**config.mk**
```make
export PLATFORM = sky130hd
export DESIGN_NAME = mt_branch_resolve
export DESIGN_NICKNAME = d
export VERILOG_FILES = /design/src/rtl/mt_branch_resolve_pkg.sv /design/src/rtl/mt_branch_resolve_br_cond_eval.sv /design/src/rtl/mt_branch_resolve.sv
export SDC_FILE = /design/constraint.sdc
export NUM_CORES = 1
export LEC_CHECK = 0
export BUFFER_PORTS_ARGS = -buffer_cell sky130_fd_sc_hd__buf_2
export CAP_MARGIN = 30
export CORE_MARGIN = 1.5
export CORE_UTILIZATION = 45
export DETAILED_ROUTE_END_ITERATION = 6
export PLACE_DENSITY = 0.73
export SETUP_SLACK_MARGIN = 0.3
export SLEW_MARGIN = 10
export SYNTH_ARGS = -nofsm -noshare
export SYNTH_HDL_FRONTEND = slang
export SYNTH_SLANG_ARGS = --single-unit
```
**constraint.sdc**
```tcl
create_clock -name clk -period 2.5 [get_ports clk]
set_input_delay 0.125 -clock clk [delete_from_list [all_inputs] [get_ports clk]]
set_output_delay 0.125 -clock clk [all_outputs]
set_load 0.03 [all_outputs]
```
**src/rtl/mt_branch_resolve_pkg.sv**
```systemverilog
// rtl/mt_branch_resolve_pkg.sv - shared branch type encodings and default sizes for mt_branch_resolve
package mt_branch_resolve_pkg;

    localparam int BR_TYPE_W         = 4;
    localparam int DEF_NUM_THREADS   = 8;
    localparam int DEF_ADDRESS_WIDTH = 32;

    localparam logic [BR_TYPE_W-1:0] BR_NONE = 4'd0;
    localparam logic [BR_TYPE_W-1:0] BR_BEQ  = 4'd1;
    localparam logic [BR_TYPE_W-1:0] BR_BNE  = 4'd2;
    localparam logic [BR_TYPE_W-1:0] BR_BLT  = 4'd3;
    localparam logic [BR_TYPE_W-1:0] BR_BGE  = 4'd4;
    localparam logic [BR_TYPE_W-1:0] BR_BLTU = 4'd5;
    localparam logic [BR_TYPE_W-1:0] BR_BGEU = 4'd6;
    localparam logic [BR_TYPE_W-1:0] BR_JAL  = 4'd7;
    localparam logic [BR_TYPE_W-1:0] BR_JALR = 4'd8;

endpackage

```
**src/rtl/mt_branch_resolve_br_cond_eval.sv**
```systemverilog
// rtl/mt_branch_resolve_br_cond_eval.sv - combinational branch condition evaluation by br_type
module mt_branch_resolve_br_cond_eval
    import mt_branch_resolve_pkg::*;
#(
    parameter int DATA_WIDTH = 32
) (
    input  logic [BR_TYPE_W-1:0]  br_type,
    input  logic [DATA_WIDTH-1:0] rs1,
    input  logic [DATA_WIDTH-1:0] rs2,
    output logic                  taken
);

    always_comb begin
        taken = 1'b0;
        case (br_type)
            BR_BEQ:  taken = (rs1 == rs2);
            BR_BNE:  taken = (rs1 != rs2);
            BR_BLT:  taken = ($signed(rs1) <  $signed(rs2));
            BR_BGE:  taken = ($signed(rs1) >= $signed(rs2));
            BR_BLTU: taken = (rs1 <  rs2);
            BR_BGEU: taken = (rs1 >= rs2);
            BR_JAL:  taken = 1'b1;
            BR_JALR: taken = 1'b1;
            default: taken = 1'b0;
        endcase
    end

endmodule

```
**src/rtl/mt_branch_resolve.sv**
```systemverilog
// rtl/mt_branch_resolve.sv - EX-stage branch resolver with per-thread epochs; BRANCH_STATS_EN adds per-thread counters
module mt_branch_resolve
    import mt_branch_resolve_pkg::*;
#(
    parameter int NUM_THREADS   = DEF_NUM_THREADS,
    parameter int BITS_THREADS  = $clog2(NUM_THREADS),
    parameter int ADDRESS_WIDTH = DEF_ADDRESS_WIDTH,
    parameter int DATA_WIDTH    = 32
) (
    input  logic                     clk,
    input  logic                     rst,
    input  logic                     valid_e,
    input  logic [BITS_THREADS-1:0]  tid_e,
    input  logic                     epoch_e,
    input  logic [BR_TYPE_W-1:0]     br_type_e,
    input  logic [ADDRESS_WIDTH-1:0] pc_e,
    input  logic [ADDRESS_WIDTH-1:0] imm_e,
    input  logic [DATA_WIDTH-1:0]    rs1_e,
    input  logic [DATA_WIDTH-1:0]    rs2_e,
    input  logic [BITS_THREADS-1:0]  fetch_tid,
`ifdef BRANCH_STATS_EN
    input  logic [BITS_THREADS-1:0]  stat_tid,
    output logic [31:0]              stat_branches,
    output logic [31:0]              stat_taken,
`endif
    output logic                     fetch_epoch,
    output logic                     kill_e,
    output logic                     pc_src_e,
    output logic [BITS_THREADS-1:0]  branch_tid_e,
    output logic [ADDRESS_WIDTH-1:0] pc_target_e
);

    logic [NUM_THREADS-1:0]   epoch_q, epoch_d;
    logic                     pc_src_q, pc_src_d;
    logic [BITS_THREADS-1:0]  branch_tid_q, branch_tid_d;
    logic [ADDRESS_WIDTH-1:0] pc_target_q, pc_target_d;
    logic                     taken;
    logic                     redirect;
    logic [ADDRESS_WIDTH-1:0] jalr_sum;
    logic [ADDRESS_WIDTH-1:0] target;

    mt_branch_resolve_br_cond_eval #(
        .DATA_WIDTH (DATA_WIDTH)
    ) u_br_cond_eval (
        .br_type (br_type_e),
        .rs1     (rs1_e),
        .rs2     (rs2_e),
        .taken   (taken)
    );

    // The pending-redirect term kills the one wrong-path slot before the epoch flips.
    assign kill_e      = valid_e && ((epoch_e != epoch_q[tid_e]) ||
                                     (pc_src_q && (branch_tid_q == tid_e)));
    assign redirect    = valid_e && !kill_e && taken;
    assign fetch_epoch = epoch_q[fetch_tid];

    assign jalr_sum = rs1_e[ADDRESS_WIDTH-1:0] + imm_e;
    assign target   = (br_type_e == BR_JALR) ? {jalr_sum[ADDRESS_WIDTH-1:1], 1'b0}
                                             : (pc_e + imm_e);

    always_comb begin
        epoch_d = epoch_q;
        if (pc_src_q) begin
            epoch_d[branch_tid_q] = ~epoch_q[branch_tid_q];
        end
        pc_src_d     = redirect;
        branch_tid_d = redirect ? tid_e  : branch_tid_q;
        pc_target_d  = redirect ? target : pc_target_q;
    end

    always_ff @(posedge clk) begin
        if (rst) begin
            epoch_q      <= '0;
            pc_src_q     <= 1'b0;
            branch_tid_q <= '0;
            pc_target_q  <= '0;
        end else begin
            epoch_q      <= epoch_d;
            pc_src_q     <= pc_src_d;
            branch_tid_q <= branch_tid_d;
            pc_target_q  <= pc_target_d;
        end
    end

    assign pc_src_e     = pc_src_q;
    assign branch_tid_e = branch_tid_q;
    assign pc_target_e  = pc_target_q;

`ifdef BRANCH_STATS_EN
    logic [31:0] stat_br_q [NUM_THREADS];
    logic [31:0] stat_br_d [NUM_THREADS];
    logic [31:0] stat_tk_q [NUM_THREADS];
    logic [31:0] stat_tk_d [NUM_THREADS];
    logic        counts_branch;

    assign counts_branch = valid_e && !kill_e &&
                           (br_type_e >= BR_BEQ) && (br_type_e <= BR_JALR);

    always_comb begin
        for (int i = 0; i < NUM_THREADS; i++) begin
            stat_br_d[i] = stat_br_q[i];
            stat_tk_d[i] = stat_tk_q[i];
        end
        if (counts_branch && (stat_br_q[tid_e] != 32'hFFFF_FFFF)) begin
            stat_br_d[tid_e] = stat_br_q[tid_e] + 32'd1;
        end
        if (redirect && (stat_tk_q[tid_e] != 32'hFFFF_FFFF)) begin
            stat_tk_d[tid_e] = stat_tk_q[tid_e] + 32'd1;
        end
    end

    always_ff @(posedge clk) begin
        for (int i = 0; i < NUM_THREADS; i++) begin
            if (rst) begin
                stat_br_q[i] <= '0;
                stat_tk_q[i] <= '0;
            end else begin
                stat_br_q[i] <= stat_br_d[i];
                stat_tk_q[i] <= stat_tk_d[i];
            end
        end
    end

    assign stat_branches = stat_br_q[stat_tid];
    assign stat_taken    = stat_tk_q[stat_tid];
`endif

endmodule

```
==> Yosys cells after proc, flatten, opt, wreduce, memory -nomap -nowiden <==
Cells that the tools add are included.
{ "totals": {"input_bits": 142, "ff_bits": 44, "elab_cells": 46, "output_inout_bits": 38} }
{ "op_classes": {"n_mux": 11, "n_reduce_logical": 8, "bitwise_logic": 1, "n_eq_ne": 12, "addsub": 2, "magnitude_cmp": 8} }
{ "ops": {"columns": ["operator", "n"], "rows": [
  ["adder 32 bit", 2],
  ["greater-or-equal comparator 32 bit", 2],
  ["less-than comparator 32 bit", 2],
  ["equality test 32 bit", 1],
  ["two-way mux 32 bit", 1],
  ["!= test 32 bit", 1],
  ["equality test 4 x 3 -> 1 bit (second input constant)", 4],
  ["less-than comparator 3 x 4 -> 1 bit (second input constant)", 3],
  ["binary-select mux 1 bit (select 3 bit)", 3],
  ["bitwise mux 8 bit", 1],
  ["equality test 4 x 2 -> 1 bit (second input constant)", 2],
  ["one-hot mux 1 bit (7 select lines)", 1],
  ["logical AND 1 bit", 5],
  ["equality test 4 x 1 -> 1 bit (second input constant)", 1],
  ["equality test 4 bit (second input constant)", 1],
  ["two-way mux 1 bit", 4],
  ["demux 1 bit (select 3 bit)", 1],
  ["equality test 3 bit", 1],
  ["greater-or-equal comparator 3 x 1 -> 1 bit (second input constant)", 1],
  ["OR reduction 2 bit", 1],
  ["zero test 1 bit", 1],
  ["logical OR 1 bit", 1],
  ["!= test 1 bit", 1],
  ["inverter 1 bit", 1]
]} }

==> Depth between registers and ports, before layout <==
{ "depth": {"word_depth": 8, "depth_mapped": 13, "mapped_depth_nobuf": 12} }

==> Cells and area by module <==
A second synthesis with hierarchy kept.
{ "hier_totals": {"hier_cells": 852, "area_unflattened_um2": 6458.7} }
{ "modules_own_cells": {"columns": ["mod", "area_per_inst_um2", "cells_per_inst", "seq_area_each_um2", "n_inst"], "rows": [
  ["mt_branch_resolve", 5435.2, 721, 880.8, 1],
  ["mt_branch_resolve_br_cond_eval", 1023.5, 131, 0.0, 1]
]} }

==> Least setup slack after synthesis <==
Ideal clock, no wire load.
{ "synth_path": {"path_type": "input-to-reg", "startpoint": "in imm_e[1]", "endpoint": "reg pc_target_q[26], in the netlist pc_target_e[26]", "stages": 11, "setup_ns": 0.091, "t_arrival_ns": 2.649, "required_ns": 2.409, "path_buffers": 0, "path_slack_ns": -0.240, "cell_sequence": "inv_1 fa_1 and2b_1 o31ai_1 o311ai_0 o41ai_2 a21oi_1 a21oi_1 o311ai_0 o211ai_1 a311oi_1"} }
{ "synth_via": {"elab_chain_len": 2, "word_cells_on_any_way": 3, "classes_between": "add/sub (2); mux (1)"} }
{ "synth_lines": {"columns": ["item", "line_no", "rtl"], "rows": [
  ["from (decl)", "mt_branch_resolve.sv:17", "input logic [ADDRESS_WIDTH-1:0] imm_e,"],
  ["adder 32 bit (on tied branches)", "mt_branch_resolve.sv:59, mt_branch_resolve.sv:57", null],
  ["two-way mux 32 bit (*)", "mt_branch_resolve.sv:58", "assign target = (br_type_e == BR_JALR) ? {jalr_sum[ADDRESS_WIDTH-1:1], 1'b0}"],
  ["to (signal assigned)", "mt_branch_resolve.sv:81", "pc_target_q <= pc_target_d;"],
  ["to (decl)", "mt_branch_resolve.sv:36", "logic [ADDRESS_WIDTH-1:0] pc_target_q, pc_target_d;"]
]} }
Mark *: on every way between the ends. The rest lies on a longest branch, timed or not.
A chain may end at the register's enable or synchronous reset.

==> Final worst setup path <==
{ "layout_path": {"startpoint": "in rs1_e[12]", "endpoint": "reg pc_target_q[31], in the netlist pc_target_e[31]"} }
{ "layout_via": {"elab_chain_len": 3, "word_cells_on_any_way": 10, "classes_between": "add/sub (1); order compare (4); eq/ne (2); mux (2); reduce/logical (1)"} }
{ "layout_lines": {"columns": ["item", "line_no", "rtl"], "rows": [
  ["from (decl)", "mt_branch_resolve.sv:18", "input logic [DATA_WIDTH-1:0] rs1_e,"],
  ["greater-or-equal comparator 32 bit (tied with other cells)", "mt_branch_resolve_br_cond_eval.sv:21", "BR_BGEU: taken = (rs1 >= rs2);"],
  ["one-hot mux 1 bit (7 select lines)", "mt_branch_resolve_br_cond_eval.sv:15", "case (br_type)"],
  ["logical AND 1 bit", "mt_branch_resolve.sv:54", "assign redirect = valid_e && !kill_e && taken;"]
]} }
Several ways; a longest one is shown, not always the timed one.

==> flow_metrics.env <==
export IMPL_reg2reg_depth=8
export IMPL_layout_commonest_cell="buf_4"
export IMPL_ys_async_sr_fraction_pct=0
export IMPL_worstSetupPathType="input port to flip-flop"
export IMPL_maxCapViolations=0
export IMPL_final_cell_mix="buf_4 (165), buf_2 (161), nor2_1 (79)"
export IMPL_fp_coreArea_mm2=0.0138
export IMPL_syn_nets=1073
export IMPL_worst_r2r_endpoint="pc_target_e[31]"
export IMPL_power_switching_mw=1.25
export IMPL_status="finished, violations left"
export IMPL_synth_flop_cell="dfxtp_1"
export IMPL_yosysUniqueCellTypes=70
export IMPL_cp_max_fo=3
export IMPL_internal_power_mw=2.09
export IMPL_synth_seq_cells=44
export IMPL_grt_pass1_vias=7076
export IMPL_whs_endpoint="branch_tid_e[2]"
export IMPL_detail_route_antenna_nets=0
export IMPL_wl_per_cell_um=16.0
export IMPL_vias_per_cell=5.72
export IMPL_yosys_warnings=0
export IMPL_antenna_found_initial=0
export IMPL_rows=43
export IMPL_root_buffer="clkbuf_16"
export IMPL_grt_pass1_wl_um=33700
export IMPL_grtUsageTotal_pct=28.3
export IMPL_vdd_drop_max_v=0.000262
export IMPL_swShare_pct=37.4
export IMPL_drive_gt1_share_pct=40.3
export IMPL_crit_path_start_kind="input port"
export IMPL_total_power_mw=3.34
export IMPL_grt_setup_unrepaired="true"
export IMPL_pwr_share_clk_pct=22.4
export IMPL_power_leakage_nw=4.44
export IMPL_numCtsBuffers=5
export IMPL_place_gp_congestion=0.953
export IMPL_finClkSkew_ns=0.00509
export IMPL_cts_sinks=44
export IMPL_max_freq_mhz=384
export IMPL_drv_slew=0
export IMPL_syn_inst=836
export IMPL_io_buffers=179
export IMPL_io_pin_count=180
export IMPL_wl_um=21500
export IMPL_hold_depth=3
export IMPL_finalCritPeriodShare_pct=104
export IMPL_path_clk_slew_ns=0.06
export IMPL_vias=7677
export IMPL_r2r_start="epoch_q[7]"
export IMPL_pre_cts_slack_ns=-0.498
export IMPL_dieHeight_um=121
export IMPL_end_kind="flip-flop"
export IMPL_setup_ws_ns=-0.104
export IMPL_final_util_pct=69.5
export IMPL_synth_edff_count=0
export IMPL_clk_latency_ns=0.28
export IMPL_grt_max_degree=38
export IMPL_synth_avg_cell_area_um2=7.53
export IMPL_start_util_pct=45.7
export IMPL_cts_tree="done"
export IMPL_nets=1398
export IMPL_finalSetupTns_ns=-1.02
export IMPL_regToRegSetupSlack_ns=-0.03
export IMPL_violations="negative setup slack"
export IMPL_cts_hold_fix_buffers=0
export IMPL_hold_class="input port to flip-flop"
export IMPL_hpwl_um=17400
export IMPL_required_ns=2.70
export IMPL_cts_buffer_depth=2
export IMPL_whs_ns=0.119
export IMPL_pwr_share_comb_pct=55.3
export IMPL_tightest_slew_ns=0.621
export IMPL_overflow=0
export IMPL_die_area_mm2=0.0147
export IMPL_htree_levels=2
export IMPL_hold_viol=0
export IMPL_syn_cell_area_mm2=0.00629
export IMPL_power_density_mw_per_mm2=349
export IMPL_hp_start="tid_e[2]"
export IMPL_p_seq_share_pct=22.3
export IMPL_yosysSeqAreaShare_pct=14.0
export IMPL_n_antenna_cell=0
export IMPL_slew_headroom_pct=57.4
export IMPL_drt_iter0_drc=486
export IMPL_area_delta_synth_final_pct=52.0
export IMPL_fp_dieW_um=121
export IMPL_finalWorstPathRequiredPeriod_ns=2.60
export IMPL_worstPathArrival_ns=2.81
export IMPL_dr_pass1_iters=5
export IMPL_drcViolationCount=0
export IMPL_finalSetupViolCount=28
how the worst max path moves through the flow:
stage | end | slack, ns | start | cells past startpoint
floorplan | pc_target_e[31] | -0.07 | rs2_e[26] | 11
global placement | pc_target_e[31] | -0.42 | rs1_e[15] | 14
detailed placement | pc_target_e[31] | -0.50 | rs1_e[15] | 14
CTS | pc_target_e[31] | -0.02 | rs1_e[6] | 12
global route | pc_target_e[26] | -0.19 | rs1_e[7] | 15
finish | pc_target_e[31] | -0.10 | rs1_e[12] | 13
power by group through the flow:
stage / combinational (mW) / clock [mW] / sequential [mW]
after global routing: 2.02 / 0.786 / 0.745
after CTS: 1.78 / 0.756 / 0.743
after floorplan: 0.971 / 0 / 0.804
after global placement: 1.67 / 0 / 0.756
final: 1.84 / 0.747 / 0.743
after detailed placement: 1.70 / 0 / 0.758
per-layer routing:
metal  vias to the layer above  routed length, µm  GRT usage [%]
met5                         -                  0              0
met4                         0                483           8.01
met2                       289              10000           47.0
met3                        40               1540           3.15
li1                       3789                  -              -
met1                      3559               9420           38.7
area by class of cell:
cell class | count | area (µm²)
fillers | 1147 | 4200
clock inverters | 3 | 46.3
multi-input cells | 714 | 5710
repair buffers | 349 | 2370
clock buffers | 5 | 125
flip-flops and latches | 44 | 885
inverters | 47 | 209
well taps | 180 | 225
logic make-up (layout without fill, tap and decap cells):
logic type | count (synthesis) | after routing | synth area share, %
DFF | 44 | 44 | 14.0
adders and majority gates | 95 | 95 | 19.1
and+or+nand+nor | 282 | 282 | 22.1
xor gates and xnor gates | 42 | 42 | 5.85
buffers and inverters | 78 | 404 | 4.79
muxes | 22 | 22 | 4.81
AOI/OAI and AO/OA | 273 | 273 | 29.3
metrics by stage:
step           cells  instance area (µm²)
6_report        1342                 9570
3_3_place_gp    1322                 8810
2_1_floorplan    836                 6610
4_1_cts         1336                 9380
5_1_grt         1342                 9570
3_5_place_dp    1322                 8810
registers in the layout (all words and copies together), names as in the netlist:
name          cells
pc_target_e      32
epoch_q           8
branch_tid_e      3
pc_src_e          1
synthesized netlist by cell type (all sizes together) (4+ instances only):
cell type | n | area share (%)
ha | 93 | 18
nor2 | 83 | 5.0
nand2 | 74 | 4.4
a21oi | 71 | 5.6
inv | 47 | 2.8
dfxtp | 44 | 14
o21ai | 44 | 3.5
nor3 | 29 | 2.3
xnor2 | 28 | 3.9
a211oi | 24 | 2.9
a21o | 23 | 2.7
clkbuf | 23 | 1.4
o21a | 21 | 2.5
nand3 | 18 | 1.5
o211ai | 16 | 1.9
a311oi | 15 | 2.1
xor2 | 14 | 1.9
and3 | 13 | 1.3
mux2i | 13 | 2.1
a31oi | 12 | 1.2
nand4 | 10 | 1.1
buf | 8 | 0.62
nor2b | 8 | 0.80
nand2b | 7 | 0.70
and2 | 6 | 0.60
mux4 | 6 | 2.1
a41oi | 5 | 0.70
nand4b | 5 | 0.70
o21bai | 5 | 0.60
or3 | 5 | 0.50
and4 | 4 | 0.56
nor4b | 4 | 0.80
o31ai | 4 | 0.48
critical path: stages:
cell     delay, ns
buf_4         0.12
ha_4          0.24
nand4_1       0.13
buf_4         0.17
nor3_2        0.19
buf_4         0.15
nand3_2       0.08
mux2_4        0.32
o32ai_4       0.25
a31oi_2       0.08
a31o_2        0.30
or4_1         0.47
o22ai_1       0.17
what timing repair did:
action,CTS,global route
pin swaps,23,15
cloned,1,1
setup endpoints to repair,37,37
buffers inserted,5,5
resized for setup,60,31
Note: power is estimated with default switching activity, not from simulation.
